**src/rtl/fpu_mul_arbiter.sv**
```systemverilog
// Round-robin arbiter that time-shares one fpuMul16 multiplier between NREQ requesters.
// Each operation resets the unit, starts it, waits for done (or times out) and returns the result.
module fpu_mul_arbiter #(
  parameter int unsigned NREQ    = 4,
  parameter int unsigned TIMEOUT = 64,
  parameter int unsigned FLAGW   = 5
) (
  input  logic                 clock,
  input  logic                 reset_n,
  input  logic [NREQ-1:0]      req_valid,
  output logic [NREQ-1:0]      req_ready,
  input  logic [16*NREQ-1:0]   req_op1,
  input  logic [16*NREQ-1:0]   req_op2,
  output logic [NREQ-1:0]      resp_valid,
  input  logic [NREQ-1:0]      resp_ready,
  output logic [15:0]          resp_result,
  output logic [3:0]           resp_cond,
  output logic [FLAGW-1:0]     resp_flags,
  output logic                 resp_timeout,
  output logic [15:0]          mul_in1,
  output logic [15:0]          mul_in2,
  output logic                 mul_start,
  output logic                 mul_reset,
  input  logic [15:0]          mul_out,
  input  logic                 mul_done,
  input  logic [3:0]           mul_cond,
  input  logic [FLAGW-1:0]     mul_flags,
  output logic                 busy,
  output logic                 timeout_err
);

  localparam int unsigned IdxW = (NREQ > 1) ? $clog2(NREQ) : 1;
  localparam int unsigned CntW = (TIMEOUT > 1) ? $clog2(TIMEOUT) : 1;
  localparam logic [15:0] QNaN = 16'h7E00;

  typedef enum logic [2:0] {StIdle, StClear, StStart, StWait, StResp} state_e;

  state_e            state_q, state_d;
  logic [IdxW-1:0]   ptr_q, ptr_d;
  logic [IdxW-1:0]   owner_q, owner_d;
  logic [CntW-1:0]   cnt_q, cnt_d;
  logic [15:0]       in1_q, in1_d, in2_q, in2_d;
  logic [15:0]       res_q, res_d;
  logic [3:0]        cond_q, cond_d;
  logic [FLAGW-1:0]  flags_q, flags_d;
  logic              tmo_q, tmo_d;
  logic              err_q, err_d;

  logic [IdxW-1:0]   grant;
  logic              grant_vld;
  logic [IdxW-1:0]   idx;
  logic [15:0]       sel_op1, sel_op2;

  // Scan from the highest offset down so the last hit is the first one after ptr.
  always_comb begin
    grant     = ptr_q;
    grant_vld = 1'b0;
    idx       = '0;
    for (int k = NREQ - 1; k >= 0; k--) begin
      idx = IdxW'((int'(ptr_q) + k) % int'(NREQ));
      if (req_valid[idx]) begin
        grant     = idx;
        grant_vld = 1'b1;
      end
    end
  end

  always_comb begin
    sel_op1 = '0;
    sel_op2 = '0;
    for (int i = 0; i < int'(NREQ); i++) begin
      if (IdxW'(i) == grant) begin
        sel_op1 = req_op1[16*i +: 16];
        sel_op2 = req_op2[16*i +: 16];
      end
    end
  end

  always_comb begin
    state_d   = state_q;
    ptr_d     = ptr_q;
    owner_d   = owner_q;
    cnt_d     = cnt_q;
    in1_d     = in1_q;
    in2_d     = in2_q;
    res_d     = res_q;
    cond_d    = cond_q;
    flags_d   = flags_q;
    tmo_d     = tmo_q;
    err_d     = err_q;
    req_ready = '0;
    resp_valid = '0;

    unique case (state_q)
      StIdle: begin
        if (grant_vld && reset_n) begin
          req_ready[grant] = 1'b1;
        end
        if (grant_vld) begin
          in1_d   = sel_op1;
          in2_d   = sel_op2;
          owner_d = grant;
          ptr_d   = (grant == IdxW'(NREQ - 1)) ? '0 : grant + 1'b1;
          state_d = StClear;
        end
      end
      StClear: state_d = StStart;
      StStart: begin
        cnt_d   = '0;
        state_d = StWait;
      end
      StWait: begin
        if (mul_done) begin
          res_d   = mul_out;
          cond_d  = mul_cond;
          flags_d = mul_flags;
          tmo_d   = 1'b0;
          state_d = StResp;
        end else if (cnt_q == CntW'(TIMEOUT - 1)) begin
          res_d   = QNaN;
          cond_d  = '0;
          flags_d = '0;
          tmo_d   = 1'b1;
          err_d   = 1'b1;
          state_d = StResp;
        end else begin
          cnt_d = cnt_q + 1'b1;
        end
      end
      StResp: begin
        resp_valid[owner_q] = 1'b1;
        if (resp_ready[owner_q]) begin
          state_d = StIdle;
        end
      end
      default: state_d = StIdle;
    endcase
  end

  always_ff @(posedge clock or negedge reset_n) begin
    if (!reset_n) begin
      state_q <= StIdle;
      ptr_q   <= '0;
      owner_q <= '0;
      cnt_q   <= '0;
      in1_q   <= '0;
      in2_q   <= '0;
      res_q   <= '0;
      cond_q  <= '0;
      flags_q <= '0;
      tmo_q   <= 1'b0;
      err_q   <= 1'b0;
    end else begin
      state_q <= state_d;
      ptr_q   <= ptr_d;
      owner_q <= owner_d;
      cnt_q   <= cnt_d;
      in1_q   <= in1_d;
      in2_q   <= in2_d;
      res_q   <= res_d;
      cond_q  <= cond_d;
      flags_q <= flags_d;
      tmo_q   <= tmo_d;
      err_q   <= err_d;
    end
  end

  // The unit is also held in reset while this block is.
  assign mul_reset    = !reset_n || (state_q == StClear);
  assign mul_start    = (state_q == StStart);
  assign mul_in1      = in1_q;
  assign mul_in2      = in2_q;
  assign resp_result  = res_q;
  assign resp_cond    = cond_q;
  assign resp_flags   = flags_q;
  assign resp_timeout = tmo_q;
  assign busy         = (state_q != StIdle);
  assign timeout_err  = err_q;

endmodule

```
**config.mk**
```make
export PLATFORM = sky130hd
export DESIGN_NAME = fpu_mul_arbiter
export DESIGN_NICKNAME = d
export VERILOG_FILES = /design/src/rtl/fpu_mul_arbiter.sv
export SDC_FILE = /design/constraint.sdc
export NUM_CORES = 1
export LEC_CHECK = 0
export BUFFER_PORTS_ARGS = -buffer_cell sky130_fd_sc_hd__buf_2
export CORE_MARGIN = 8
export CORE_UTILIZATION = 40
export CTS_BUF_LIST = sky130_fd_sc_hd__clkbuf_8
export CTS_CLUSTER_DIAMETER = 150
export CTS_CLUSTER_SIZE = 16
export DETAILED_ROUTE_END_ITERATION = 7
export PLACE_DENSITY = 0.74
export SLEW_MARGIN = 20
export SYNTH_ARGS = -nofsm -noshare
export SYNTH_HDL_FRONTEND = slang
export SYNTH_SLANG_ARGS = --single-unit
export TNS_END_PERCENT = 10
```
**constraint.sdc**
```tcl
create_clock -name clock -period 4.7 [get_ports clock]
set_clock_uncertainty 0.2 [all_clocks]
set_input_delay 0.705 -clock clock [delete_from_list [all_inputs] [get_ports clock]]
set_output_delay 0.705 -clock clock [all_outputs]
set_load 0.02 [all_outputs]
```
==> impl_metrics.env, run 1 <==
export IMPL_place_congestion=0.864
export IMPL_synth_seq_cells=72
export IMPL_drc_errors=0
export IMPL_netlist_area_sq_um=4050
export IMPL_postCtsSetupBuffers=0
export IMPL_antenna_found_initial=1
export IMPL_startpoint="req_valid[2]"
export IMPL_grt_pass1_vias=4405
export IMPL_worst_pin_slew_ps=985
export IMPL_yosysSeqAreaShare_pct=44.5
export IMPL_post_route_min_period_ps=3620
export IMPL_path_clk_slew_ps=80
export IMPL_place_ws_ps=1080
export IMPL_dp_cells=823
export IMPL_vias=4438
export IMPL_worst_hold_slack_ps=130
export IMPL_rsz0062_at_grt="false"
export IMPL_ctsHoldBuffers=0
export IMPL_wl_um=14500
export IMPL_grt_pass1_wl_um=22100
export IMPL_die_area_sq_um=13600
export IMPL_worst_setup_path_type="in -> out"
export IMPL_io_pins=234
export IMPL_synth_common_cells="a21oi_1 (102), dfrtp_1 (72), nor2_1 (45)"
export IMPL_clock_path_buffers=2
export IMPL_r2r_start="ptr_q[0]$_DFFE_PN0P_"
export IMPL_post_cts_resized=0
export IMPL_drt_iter0_drc=225
export IMPL_slowest_delay_ps=620
export IMPL_final_util_pct=56.5
export IMPL_synth_top_area_share_pct=44.5
export IMPL_clk_latency_ps=340
export IMPL_end_kind="primary output"
export IMPL_drtPass1Iterations=5
export IMPL_reg2reg_depth=9
export IMPL_cts_max_level=3
export IMPL_via_per_inst=5.29
export IMPL_post_route_period_util_pct=76.9
export IMPL_initial_core_util_pct=41.2
export IMPL_crit_fanout=28
export IMPL_yosys_most_used_dff="dfrtp_1"
export IMPL_synth_net_count=659
export IMPL_numPortBuffers=233
export IMPL_routedWlPerCell_um=17.3
export IMPL_synth_largest_area_cell="dfrtp_1"
export IMPL_crit_path_end="req_ready[1]"
export IMPL_synth_area_top_cells="dfrtp_1 (44%), a21oi_1 (13%), a22oi_1 (5.9%), o21ai_0 (4.4%), nor2_1 (4.2%)"
export IMPL_power_density_nw_per_um2=693
export IMPL_synth_avg_cell_area_sq_um=8.26
export IMPL_finalHoldViolCount=0
export IMPL_async_reset_ff_share_pct=100
export IMPL_synth_edff_count=0
export IMPL_hpwlAfterDp_um=11100
export IMPL_rows=36
export IMPL_fmax_ghz=0.277
export IMPL_p_leak_uw=0.00282
export IMPL_synth_most_common_cell="a21oi_1"
export IMPL_synthCells=490
export IMPL_dieHeight_um=117
export IMPL_r2r_end="mul_in1[15]$_DFFE_PN0P_"
export IMPL_die_x_um=117
export IMPL_drv_slew=0
export IMPL_numCtsBuffers=9
export IMPL_maxCapViolations=0
export IMPL_cpMostUsedCell="buf_2"
export IMPL_syn2layout_area_growth_pct=36.9
export IMPL_cts_tree="yes"
export IMPL_hp_class="in -> async"
export IMPL_ys_warn_count=0
export IMPL_core_area_sq_um=9820
export IMPL_multiInputGateArea_sq_um=1940
export IMPL_seqCellArea_sq_um=1800
export IMPL_timing_slew_headroom_pct=33.9
export IMPL_worst_slack_ps=1080
export IMPL_grt_max_degree=65
export IMPL_tns_ps=0
export IMPL_finalSetupViolations=0
export IMPL_cts_sinks=72
export IMPL_cp_data_required_time_ps=3800
export IMPL_cp_cell_sequence="buf_2 > nor2b_1 > o21a_1 > a221oi_1 > ha_2 > and3_1 > buf_2"
export IMPL_fillCellCount=933
export IMPL_synth_cell_types=41
export IMPL_drive_gt1_share_pct=37.4
export IMPL_crit_path_start_kind="input pin"
export IMPL_nets=870
export IMPL_instances_no_fill=839
export IMPL_grt_util_all_layers_pct=20.7
export IMPL_final_antenna_net_count=0
export IMPL_critical_path_slowest_cell="ha_2"
export IMPL_status="finished, final reports clean"
export IMPL_arrival_ps=2710
export IMPL_irDropWorstVdd_mv=0.292
export IMPL_rrSetupSlack_ps=1550
export IMPL_grt_overflow=0
export IMPL_root_buffer="clkbuf_8"
-- worst min path at each step --
stage	end	slack, ps	cells after the start
final	resp_result[14]$_DFFE_PN0P_	130	1
after CTS	resp_result[14]$_DFFE_PN0P_	140	1
after floorplan	cnt_q[0]$_DFFE_PN0P_	210	0
after global placement	timeout_err$_DFFE_PN0P_	260	2
after global routing	resp_result[14]$_DFFE_PN0P_	160	1
after detailed placement	resp_result[12]$_DFFE_PN0P_	270	1
-- worst max-delay path: cells and delay by family --
kind	cells	cell delay [ps]
buf+inv	2	300
fa+ha+maj	1	620
compound gates	2	710
simple gates	2	370
-- logic make-up after synthesis --
| family | count (synthesis) | share of synthesized area, % |
|---|---|---|
| flip-flops | 72 | 44.5 |
| AO/OA/AOI/OAI | 207 | 31.0 |
| multiplexers | 4 | 1.39 |
| buffers and inverters | 79 | 7.79 |
| AND/OR/NAND/NOR | 123 | 13.8 |
| adder cells (fa/ha/maj) | 5 | 1.55 |
-- state kept, by name (all words and copies together), names as in the netlist --
signal        count
resp_cond         4
state_q           3
cnt_q             6
timeout_err       1
resp_result      16
owner_q           2
ptr_q             2
mul_in1          16
resp_timeout      1
resp_flags        5
mul_in2          16
-- cell usage in the layout (no fill, tap or decap), drive strengths merged, types with 3 or more instances in the layout --
cell type and count:
nand2 44, nor2b 3, nor2 45, bufinv 4, o22a 6, a22o 19
mux2 3, nand4 3, ha 5, dfrtp 72, or3 4, o21ai 36
clkbuf 10, a21oi 102, buf 240, nand3 7, inv 39, a22oi 32
and3 6
-- area by class of cell --
class,count,area share (%)
Antenna cell,1,0.0451
Clock buffer,10,2.48
Clock inverter,5,2.32
Inverter,39,2.64
Multi-Input combinational cell,339,35.0
Sequential cell,72,32.5
Tap cell,133,3.00
Timing Repair Buffer,240,22.0
-- report_power, final --
group	internal [uW]	total, uW	switching, uW
combinational	756	2060	1310
sequential	910	1130	215
clock	419	654	235
total	2090	3840	1760
-- layer usage --
layer	track usage (%)	wire, um	vias up
met5	0	0	-
met4	6.66	226	0
met3	7.08	1690	17
met2	34.1	6790	222
met1	25.0	5840	2045
li1	-	-	2154
-- per-stage QoR --
step,power [uW],area [sq um]
finish,3840,5540
global route,4140,5540
CTS,3870,5540
detailed placement,3200,5280
global placement,3140,5280
floorplan,2550,4050
Note: power is estimated with default switching activity, not from simulation.
==> run 2: changes to the inputs <==
--- a/config.mk
+++ b/config.mk
@@ -12,7 +12,7 @@
 export CTS_CLUSTER_DIAMETER = 150
 export CTS_CLUSTER_SIZE = 16
 export DETAILED_ROUTE_END_ITERATION = 7
-export PLACE_DENSITY = 0.74
+export PLACE_DENSITY = 0.77
 export SLEW_MARGIN = 20
 export SYNTH_ARGS = -nofsm -noshare
 export SYNTH_HDL_FRONTEND = slang
==> constraint.sdc (replaced) <==
create_clock -name clock -period 3.2 [get_ports clock]
set_clock_uncertainty 0.2 [all_clocks]
set_input_delay 0.48 -clock clock [delete_from_list [all_inputs] [get_ports clock]]
set_output_delay 0.48 -clock clock [all_outputs]
set_load 0.02 [all_outputs]
==> run 2 against run 1 <==
  * Sequential share of layout area fell by 0.13 points
  * First-iteration DRC count rose by 16%
  * Combinational power grew 52%
  * Count of clock-buffer cells in the layout decreased by 1
  * Critical endpoint is now req_ready[2]
  * Highest routed layer unchanged
==> impl_metrics.env, run 2 (synthesis gave the netlist of run 1 again) <==
export IMPL_power_density_nw_per_um2=978
export IMPL_grt_max_degree=44
export IMPL_path_clk_slew_ps=80
export IMPL_dp_cells=833
export IMPL_min_to="resp_cond[1]$_DFFE_PN0P_"
export IMPL_drv_slew=0
export IMPL_nets=881
export IMPL_cts_sinks=72
export IMPL_postCtsSetupBuffers=0
export IMPL_rrSetupSlack_ps=620
export IMPL_total_power_uw=5440
export IMPL_p_seq_share_pct=29.8
export IMPL_finalHoldViolCount=0
export IMPL_end_kind="primary output"
export IMPL_hold_path_cell_count=2
export IMPL_cts_tree="yes"
export IMPL_reg2reg_depth=10
export IMPL_numPortBuffers=233
export IMPL_vias=4432
export IMPL_worst_hold_slack_ps=168
export IMPL_crit_cells=6
export IMPL_p_int_uw=2880
export IMPL_r2r_end="mul_in1[15]$_DFFE_PN0P_"
export IMPL_drt_iter0_drc=261
export IMPL_slowest_delay_ps=510
export IMPL_final_util_pct=56.7
export IMPL_hpwlAfterDp_um=11500
export IMPL_clkPwrFrac_pct=12.6
export IMPL_clk_latency_ps=340
export IMPL_numCtsBuffers=9
export IMPL_pwr_share_comb_pct=57.6
export IMPL_r2r_start="ptr_q[0]$_DFFE_PN0P_"
export IMPL_crit_fanout=20
export IMPL_p_sw_share_pct=47.1
export IMPL_min_delay_start="mul_cond[1]"
export IMPL_grt_pass1_wl_um=22000
export IMPL_crit_path_start_kind="flip-flop"
export IMPL_maxCapViolations=0
export IMPL_post_route_min_period_ps=2970
export IMPL_p_leak_uw=0.00284
export IMPL_drtPass1Iterations=4
export IMPL_rsz0062_at_grt="false"
export IMPL_final_antenna_net_count=0
export IMPL_drive_gt1_share_pct=38.1
export IMPL_via_per_inst=5.20
export IMPL_fmax_ghz=0.337
export IMPL_dieHeight_um=117
export IMPL_routedWlPerCell_um=17.0
export IMPL_cts_max_level=3
export IMPL_worst_setup_path_type="reg -> out"
export IMPL_clock_path_buffers=2
export IMPL_status="finished, final reports clean"
export IMPL_hp_class="in -> reg"
export IMPL_finalSetupViolations=0
export IMPL_io_pins=234
export IMPL_critPathBufInv=1
export IMPL_cp_top_family="simple AND/OR/NAND/NOR gates"
export IMPL_drc_errors=0
export IMPL_die_x_um=117
export IMPL_tns_ps=0
export IMPL_grt_overflow=0
export IMPL_critical_path_slowest_cell="ha_2"
export IMPL_wl_um=14500
export IMPL_post_route_period_util_pct=92.7
export IMPL_final_common_cell="buf_2"
export IMPL_antenna_found_initial=3
export IMPL_grt_pass1_vias=4508
export IMPL_instances_no_fill=852
export IMPL_arrival_ps=2290
export IMPL_syn2layout_area_growth_pct=37.5
export IMPL_grt_util_all_layers_pct=20.7
export IMPL_place_congestion=0.882
export IMPL_initial_core_util_pct=41.2
export IMPL_die_area_sq_um=13600
export IMPL_cp_data_required_time_ps=2520
export IMPL_irDropWorstVdd_mv=0.508
export IMPL_core_area_sq_um=9820
export IMPL_cp_cell_sequence="nor3b_1 > a2111oi_0 > nor2_1 > ha_2 > and3_1 > buf_2"
export IMPL_worst_pin_slew_ps=704
export IMPL_root_buffer="clkbuf_8"
export IMPL_startpoint="ptr_q[1]$_DFFE_PN0P_"
export IMPL_rows=36
export IMPL_layout_common_cells="buf_2 (232), a21oi_1 (102), dfrtp_1 (72), nor2_1 (45), nand2_1 (44)"
export IMPL_p_sw_uw=2560
export IMPL_timing_slew_headroom_pct=52.9
==> run 2: cell types whose count changed in the layout (fill, tap and decap cells not counted), sizes merged <==
cell / previous run / this run
bufinv: 4 / 1
clkinv: 1 / 2
inv: 39 / 40
buf: 240 / 250
dlygate4sd3: 0 / 1
diode: 1 / 3
clkbuf: 10 / 9
clkinvlp: 0 / 2
==> run 2: metal layers <==
metal | share of wire [%] | routed length [um] | global-route usage (%)
met4 | 2.1 | 309 | 9.30
met2 | 47 | 6870 | 34.8
met5 | 0 | 0 | 0
met3 | 11 | 1640 | 7.45
met1 | 39 | 5680 | 23.1
==> run 2: how the worst max path moves through the flow <==
stage / slack (ps) / endpoint
finish: 230 / req_ready[2]
floorplan: 240 / req_ready[3]
global placement: 330 / req_ready[0]
global route: 50 / req_ready[0]
detailed placement: 360 / req_ready[0]
CTS: 190 / req_ready[2]
==> run 2: repair_timing <==
| action | 4_1_cts | 5_1_grt |
|---|---|---|
| hold endpoints to repair | 12 | 0 |
| hold buffers | 1 | 0 |
| resized for setup | 0 | 0 |
==> run 2: power groups by stage <==
stage,Combinational [uW],Clock [uW],Sequential [uW]
floorplan,1720,0,2030
global placement,3060,0,1610
detailed placement,3150,0,1630
CTS,3160,711,1620
global route,3460,753,1670
finish,3130,688,1620
==> run 2: worst register-to-register path, cell delays in order, from the launching register on <==
cell	delay, ps
dfrtp_1	410
nor2b_1	180
o22ai_1	100
a221oi_1	320
inv_1	120
ha_2	340
buf_4	270
a21oi_1	120
o21ai_0	100
a22oi_1	210
a21oi_1	100
==> run 2: final cells by class <==
class                      instances  area (sq um)
fill                             943          4250
tap                              133           166
inverter                          39           146
antenna                            3          7.51
sequential                        72          1800
clock buffer                       9           124
multi-input combinational        339          1940
clock inverter                     6          62.6
timing repair buffer             251          1320
==> run 2: stage by stage <==
stage | instance area, sq um | worst slack [ps]
2_1_floorplan | 4050 | 238
3_3_place_gp | 5360 | 332
3_5_place_dp | 5360 | 361
4_1_cts | 5560 | 186
5_1_grt | 5570 | 49.1
6_report | 5570 | 233
